--- config.mk ---
export PLATFORM = sky130hd
export DESIGN_NAME = rsa_modexp_engine
export DESIGN_NICKNAME = d
export VERILOG_FILES = /design/src/rtl/rsa_modexp_engine.sv
export SDC_FILE = /design/constraint.sdc
export NUM_CORES = 2
export LEC_CHECK = 0
export BUFFER_PORTS_ARGS = -buffer_cell sky130_fd_sc_hd__buf_2
export CAP_MARGIN = 10
export CORE_MARGIN = 1.5
export CORE_UTILIZATION = 40
export CTS_BUF_LIST = sky130_fd_sc_hd__clkbuf_8
export DETAILED_ROUTE_END_ITERATION = 8
export HOLD_SLACK_MARGIN = 0.02
export PLACE_DENSITY = 0.66
export SETUP_SLACK_MARGIN = 0.05
export SLEW_MARGIN = 0
export SYNTH_ARGS = -nofsm -noshare
export SYNTH_HDL_FRONTEND = slang
export SYNTH_SLANG_ARGS = --single-unit
--- constraint.sdc ---
create_clock -name clk -period 8.5 [get_ports clk]
set_clock_uncertainty 0.15 [all_clocks]
set_input_delay 0.425 -clock clk [delete_from_list [all_inputs] [get_ports clk]]
set_output_delay 0.425 -clock clk [all_outputs]
set_load 0.03 [all_outputs]
--- src/rtl/rsa_modexp_engine.sv ---
// rsa_modexp_engine
// Computes result = msg^e mod n using left-to-right binary square-and-multiply.
// Each modular multiply is bit-serial (interleaved shift/add/subtract) and
// consumes one multiplier bit per cycle, so a multiply takes exactly W cycles.
// Every exponent bit costs one square plus one multiply, regardless of its
// value. This keeps the run time independent of the key.
//
// Ports:
//   clk     in   1   clock
//   reset   in   1   synchronous, active-high reset
//   start   in   1   request pulse, only sampled in IDLE
//   n       in   W   modulus, captured on accepted start
//   e       in   EW  exponent, captured on accepted start
//   msg     in   W   message/base, captured on accepted start
//   busy    out  1   high while squaring or multiplying
//   done    out  1   one-cycle pulse when result/error is valid
//   error   out  1   valid with done; operands rejected (n==0 or msg>=n)
//   result  out  W   msg^e mod n (0 on error), held until the next done
module rsa_modexp_engine #(
    parameter int W  = 128,
    parameter int EW = 32
) (
    input  logic          clk,
    input  logic          reset,
    input  logic          start,
    input  logic [W-1:0]  n,
    input  logic [EW-1:0] e,
    input  logic [W-1:0]  msg,
    output logic          busy,
    output logic          done,
    output logic          error,
    output logic [W-1:0]  result
);

    localparam int CW = (W > 1) ? $clog2(W) : 1;
    localparam int IW = (EW > 1) ? $clog2(EW) : 1;

    typedef enum logic [1:0] {IDLE, SQR, MUL, DONE} state_t;

    state_t         state, state_next;
    logic [W-1:0]   n_q, n_next;
    logic [EW-1:0]  e_q, e_next;
    logic [W-1:0]   base_q, base_next;
    logic [W-1:0]   r_q, r_next;
    logic [W-1:0]   acc_q, acc_next;
    logic [W-1:0]   mul_a, mul_a_next;
    logic [W-1:0]   mul_b, mul_b_next;
    logic [CW-1:0]  cnt, cnt_next;
    logic [IW-1:0]  bit_idx, bit_idx_next;
    logic           busy_next, done_next, error_next;
    logic [W-1:0]   result_next;

    // One step of the interleaved multiply. acc < n and mul_a < n, so every
    // intermediate fits in W+1 bits and one conditional subtract per step
    // is enough to bring the value back below n.
    logic [W:0]     n_ext, t_dbl, t_dbl_red, t_add;
    logic [W-1:0]   prod;
    logic [W-1:0]   r_kept;

    assign n_ext     = {1'b0, n_q};
    assign t_dbl     = {acc_q, 1'b0};
    assign t_dbl_red = (t_dbl >= n_ext) ? (t_dbl - n_ext) : t_dbl;
    assign t_add     = t_dbl_red + (mul_b[W-1] ? {1'b0, mul_a} : {(W+1){1'b0}});
    assign prod      = (t_add >= n_ext) ? W'(t_add - n_ext) : t_add[W-1:0];

    // The multiply result is always computed. For a clear exponent bit it
    // is simply not kept, so the timing stays the same for 0 and 1 bits.
    assign r_kept    = e_q[bit_idx] ? prod : r_q;

    always_comb begin
        state_next   = state;
        n_next       = n_q;
        e_next       = e_q;
        base_next    = base_q;
        r_next       = r_q;
        acc_next     = acc_q;
        mul_a_next   = mul_a;
        mul_b_next   = mul_b;
        cnt_next     = cnt;
        bit_idx_next = bit_idx;
        busy_next    = 1'b0;
        done_next    = 1'b0;
        error_next   = 1'b0;
        result_next  = result;

        case (state)
            IDLE: begin
                if (start) begin
                    n_next    = n;
                    e_next    = e;
                    base_next = msg;
                    if (n == '0 || msg >= n) begin
                        state_next  = DONE;
                        done_next   = 1'b1;
                        error_next  = 1'b1;
                        result_next = '0;
                        r_next      = '0;
                    end else begin
                        // With n==1 every residue is 0, including the empty product.
                        r_next       = (n == W'(1)) ? '0 : W'(1);
                        mul_a_next   = (n == W'(1)) ? '0 : W'(1);
                        mul_b_next   = (n == W'(1)) ? '0 : W'(1);
                        acc_next     = '0;
                        cnt_next     = CW'(W - 1);
                        bit_idx_next = IW'(EW - 1);
                        busy_next    = 1'b1;
                        state_next   = SQR;
                    end
                end
            end

            SQR: begin
                busy_next  = 1'b1;
                acc_next   = prod;
                mul_b_next = {mul_b[W-2:0], 1'b0};
                cnt_next   = cnt - CW'(1);
                if (cnt == '0) begin
                    // Square finished; set up r * base.
                    r_next     = prod;
                    mul_a_next = base_q;
                    mul_b_next = prod;
                    acc_next   = '0;
                    cnt_next   = CW'(W - 1);
                    state_next = MUL;
                end
            end

            MUL: begin
                busy_next  = 1'b1;
                acc_next   = prod;
                mul_b_next = {mul_b[W-2:0], 1'b0};
                cnt_next   = cnt - CW'(1);
                if (cnt == '0) begin
                    r_next   = r_kept;
                    acc_next = '0;
                    cnt_next = CW'(W - 1);
                    if (bit_idx == '0) begin
                        busy_next   = 1'b0;
                        done_next   = 1'b1;
                        result_next = r_kept;
                        state_next  = DONE;
                    end else begin
                        bit_idx_next = bit_idx - IW'(1);
                        mul_a_next   = r_kept;
                        mul_b_next   = r_kept;
                        state_next   = SQR;
                    end
                end
            end

            DONE: begin
                state_next = IDLE;
            end

            default: begin
                state_next = IDLE;
            end
        endcase
    end

    always_ff @(posedge clk) begin
        if (reset) begin
            state   <= IDLE;
            n_q     <= '0;
            e_q     <= '0;
            base_q  <= '0;
            r_q     <= '0;
            acc_q   <= '0;
            mul_a   <= '0;
            mul_b   <= '0;
            cnt     <= '0;
            bit_idx <= '0;
            busy    <= 1'b0;
            done    <= 1'b0;
            error   <= 1'b0;
            result  <= '0;
        end else begin
            state   <= state_next;
            n_q     <= n_next;
            e_q     <= e_next;
            base_q  <= base_next;
            r_q     <= r_next;
            acc_q   <= acc_next;
            mul_a   <= mul_a_next;
            mul_b   <= mul_b_next;
            cnt     <= cnt_next;
            bit_idx <= bit_idx_next;
            busy    <= busy_next;
            done    <= done_next;
            error   <= error_next;
            result  <= result_next;
        end
    end

endmodule

==> metrics.txt <==
# TYPE chip_impl_metric gauge
chip_impl_info{name="run_status",value="complete, but fails checks"} 1
chip_impl_info{name="violations",value="negative setup slack"} 1
chip_impl_metric{name="max_clock_freq",unit="GHz"} 0.0917
chip_impl_metric{name="grt_max_degree",unit=""} 159
chip_impl_metric{name="cp_data_required_time",unit="ns"} 9.22
chip_impl_info{name="path_class",value="reg2reg"} 1
chip_impl_metric{name="synthCells",unit=""} 9313
chip_impl_info{name="cp-end-kind",value="flip-flop"} 1
chip_impl_metric{name="number_of_register_bits_inferred_by_synthesis",unit=""} 945
chip_impl_metric{name="seq_area_frac_synth",unit="%"} 27.9
chip_impl_metric{name="rr_worst_depth",unit=""} 56
chip_impl_info{name="hold_start",value="n[106]"} 1
chip_impl_metric{name="finish.net_count",unit=""} 13370
chip_impl_metric{name="drive_above_1_share",unit="%"} 33.0
chip_impl_metric{name="worst-path-buf-inv",unit=""} 18
chip_impl_metric{name="cts_buffers",unit=""} 173
chip_impl_metric{name="fin_ws",unit="ns"} -2.41
chip_impl_metric{name="grt_pass1_wl",unit="um"} 593000
chip_impl_metric{name="placement_rows",unit=""} 150
chip_impl_metric{name="vdd_drop_max",unit="mV"} 0.344
chip_impl_metric{name="final-instance-count-excl-fill",unit=""} 14927
chip_impl_info{name="critical_path.top_delay_family",value="compound AO/OA/AOI/OAI gates"} 1
chip_impl_metric{name="die_height",unit="um"} 415
chip_impl_metric{name="final_report_max_slew_violation_count",unit=""} 0
chip_impl_metric{name="clk_transition_reported_paths",unit="ns"} 0.07
chip_impl_info{name="synthFlopType",value="sky130_fd_sc_hd__dfxtp_1"} 1
chip_impl_metric{name="via_per_inst",unit=""} 6.00
chip_impl_info{name="grt_setup_unrepaired",value="true"} 1
chip_impl_metric{name="remaining_drc_errors",unit=""} 0
chip_impl_info{name="critical_path.startpoint_type",value="flip-flop"} 1
chip_impl_metric{name="setup_tns",unit="ns"} -1401.65
chip_impl_info{name="min_delay_worst_endpoint",value="n_q[106]"} 1
chip_impl_metric{name="maxCapViolCount",unit=""} 0
chip_impl_metric{name="portBuffers",unit=""} 421
chip_impl_metric{name="final_critical_delay_including_setup_and_external_delays",unit="ns"} 10.91
chip_impl_metric{name="clock_insertion_delay_worst_skew",unit="ns"} 1.04
chip_impl_metric{name="drt_pre_antenna_iters",unit=""} 8
chip_impl_metric{name="n_fill_cell",unit=""} 14746
chip_impl_metric{name="tightest_slew",unit="ns"} 1.37
chip_impl_metric{name="post_synth_edffs",unit=""} 0
chip_impl_info{name="tritoncts_clock_tree",value="done"} 1
chip_impl_info{name="crit_top_cell",value="sky130_fd_sc_hd__buf_4"} 1
chip_impl_info{name="worstReg2RegStart",value="n_q[1]"} 1
chip_impl_metric{name="ys_async_sr_fraction",unit="%"} 0
chip_impl_metric{name="power.density",unit="nW/um^2"} 526
chip_impl_metric{name="horizontal_extent_of_the_die",unit="um"} 415
chip_impl_metric{name="regToRegSetupSlack",unit="ns"} -2.41
chip_impl_info{name="holdCritPathClass",value="in2reg"} 1
chip_impl_info{name="post-synth-top-area-cell",value="sky130_fd_sc_hd__dfxtp_1"} 1
chip_impl_metric{name="fp.dieArea",unit="um^2"} 172000
chip_impl_metric{name="htree_num_levels",unit=""} 4
chip_impl_metric{name="grt_pass1_vias",unit=""} 86526
chip_impl_metric{name="synthesis.area_per_instance",unit="um^2"} 7.29
chip_impl_metric{name="dr_total_vias",unit=""} 89527
chip_impl_info{name="yosysMostFrequentCell",value="sky130_fd_sc_hd__nand2_1"} 1
chip_impl_metric{name="place.detailed.instances",unit=""} 13914
chip_impl_metric{name="area_growth_syn_to_layout",unit="%"} 55.2
chip_impl_metric{name="final-setup-viol-count",unit=""} 640
chip_impl_info{name="regToRegEndpoint",value="mul_a[21]"} 1
chip_impl_metric{name="start_util",unit="%"} 40.5
chip_impl_metric{name="syn-num-nets",unit=""} 10125
chip_impl_metric{name="max-slew-margin-rel",unit="%"} 8.34
chip_impl_metric{name="utilization",unit="%"} 62.8
chip_impl_metric{name="wl_per_cell",unit="um"} 28.4
chip_impl_metric{name="hold-path-cell-count",unit=""} 4
chip_impl_metric{name="report.final.hold_viol_count",unit=""} 0
chip_impl_metric{name="grt_overflow",unit=""} 0
chip_impl_metric{name="io-pin-count",unit=""} 422
chip_impl_info{name="synth_area_leaders",value="sky130_fd_sc_hd__dfxtp_1 (28%), sky130_fd_sc_hd__ha_1 (9.5%), sky130_fd_sc_hd__a21oi_1 (9.4%), sky130_fd_sc_hd__nand2_1 (8.6%), sky130_fd_sc_hd__o21ai_0 (5.5%)"} 1
chip_impl_metric{name="signal_arrival_time_at_the_worst_endpoint",unit="ns"} 11.62
chip_impl_metric{name="yosys_warnings",unit=""} 0
chip_impl_metric{name="wirelength",unit="um"} 424000
chip_impl_metric{name="leakagePower",unit="uW"} 0.0484
chip_impl_metric{name="floorplan.core_area",unit="um^2"} 168000
chip_impl_metric{name="detail_route.iter0.violations",unit=""} 10638
chip_impl_metric{name="post-dp-hpwl",unit="um"} 319000
chip_impl_metric{name="globalRouteTotalUtil",unit="%"} 46.9
chip_impl_metric{name="ant_nets",unit=""} 0
chip_impl_metric{name="max-clock-path-buffers",unit=""} 3
chip_impl_metric{name="hold-worst-slack",unit="ns"} 0.101
chip_impl_metric{name="finalCritPeriodShare",unit="%"} 128
chip_impl_info{name="crit_path_top_delay_cell",value="sky130_fd_sc_hd__a211oi_4"} 1
chip_impl_metric{name="cts.sink_count",unit=""} 945
chip_impl_metric{name="place_congestion",unit=""} 1.08
chip_impl_info{name="top_cells_by_count_synth",value="sky130_fd_sc_hd__nand2_1 (1549), sky130_fd_sc_hd__a21oi_1 (1279), sky130_fd_sc_hd__dfxtp_1 (945)"} 1
chip_impl_metric{name="timing.critical_path.slowest_cell_delay",unit="ns"} 0.43
chip_impl_metric{name="post_synth_num_cell_types",unit=""} 117
chip_impl_metric{name="critical_path_peak_fanout",unit=""} 18
chip_impl_metric{name="proportion_of_netlist_area_held_by_the_largest_area_contributor",unit="%"} 27.9
chip_impl_metric{name="netlist_area_before_placement",unit="um^2"} 67900
chip_impl_metric{name="grt_antenna_before_repair",unit=""} 41
chip_impl_info{name="clock-root-buffer",value="sky130_fd_sc_hd__clkbuf_8"} 1
-- tightest hold or removal path: stages --
cell,delay [ns]
sky130_fd_sc_hd__dlygate4sd3_1,0.53
sky130_fd_sc_hd__buf_2,0.15
sky130_fd_sc_hd__nand2_1,0.05
sky130_fd_sc_hd__a21oi_1,0.06
-- layout make-up --
cell class	instances	area, um^2	share of cell area, %
Sequential cell	945	18900	18.0
Clock buffer	217	2990	2.84
Clock inverter	98	882	0.837
Inverter	405	1530	1.45
Multi-Input combinational cell	7350	49000	46.5
Tap cell	2204	2760	2.62
Timing Repair Buffer	3683	29200	27.8
Antenna cell	25	62.6	0.0594
-- cells in the final DEF, fill, tap and decap left out, drive strengths merged, types with 281 or more instances in the layout --
master       count
a21oi         1296
o21ai          891
buf           3210
dfxtp          945
ha             518
nand2         1550
nor2           621
a21o           281
dlygate4sd3    471
inv            464
-- logic make-up (layout without fill, tap and decap cells) --
family / count (synthesis) / count (layout) / synth area share (%)
other: 0 / 25 / 0
adders and majority gates: 521 / 521 / 9.64
buffers and inverters: 1018 / 4403 / 5.94
and+or+nand+nor: 3022 / 3022 / 19.8
muxes: 150 / 150 / 2.68
AOI/OAI and AO/OA: 3290 / 3290 / 29.4
xor gates and xnor gates: 367 / 367 / 4.74
DFF: 945 / 945 / 27.9
-- state kept, by name (all words and copies together), names as in the netlist --
name / cells
result: 128
e_q: 32
error: 1
cnt: 7
done: 1
acc_q: 128
state: 2
r_q: 128
bit_idx: 5
mul_b: 128
n_q: 128
base_q: 128
busy: 1
mul_a: 128
-- per-layer routing --
layer | GRT usage (%) | share of wire (%) | up-vias
li1 | - | - | 39686
met1 | 59.6 | 40 | 42485
met2 | 67.8 | 41 | 5756
met3 | 13.9 | 12 | 1572
met4 | 32.3 | 8.0 | 28
met5 | 0 | 0.054 | -
-- worst max-delay path by stage --
stage               slack (ns)          to    start  cells after the start
floorplan                -0.26   mul_a[89]  n_q[85]                     46
global placement         -3.86   mul_b[68]  n_q[10]                     49
detailed placement       -3.79  result[68]  n_q[12]                     48
CTS                      -1.99   mul_a[36]  n_q[86]                     52
global route             -2.63   mul_a[25]  n_q[48]                     59
finish                   -2.41   mul_a[21]   n_q[1]                     56
-- per-stage QoR --
| step | total power, uW | cell area, um^2 | setup WS [ns] |
|---|---|---|---|
| 6_report | 55500 | 105000 | -2.41 |
| 5_1_grt | 57200 | 105000 | -2.63 |
| 4_1_cts | 52500 | 104000 | -1.99 |
| 3_5_place_dp | 43900 | 92000 | -3.79 |
| 3_3_place_gp | 43800 | 92000 | -3.86 |
| 2_1_floorplan | 24500 | 69500 | -0.256 |
-- what timing repair did --
item	in CTS	in global routing
endpoints found under the setup margin	640	640
hold buffers	471	0
hold endpoints to repair	344	0
gates cloned	5	1
pin swaps	154	103
buffers inserted	137	60
resized for setup	466	188
-- where the power goes --
part / switching [uW] / total, uW / internal (uW)
clock network: 2330 / 5060 / 2720
registers: 654 / 5790 / 5140
logic: 23800 / 44600 / 20800
total: 26800 / 55500 / 28600
Note: power is estimated with default switching activity, not from simulation.
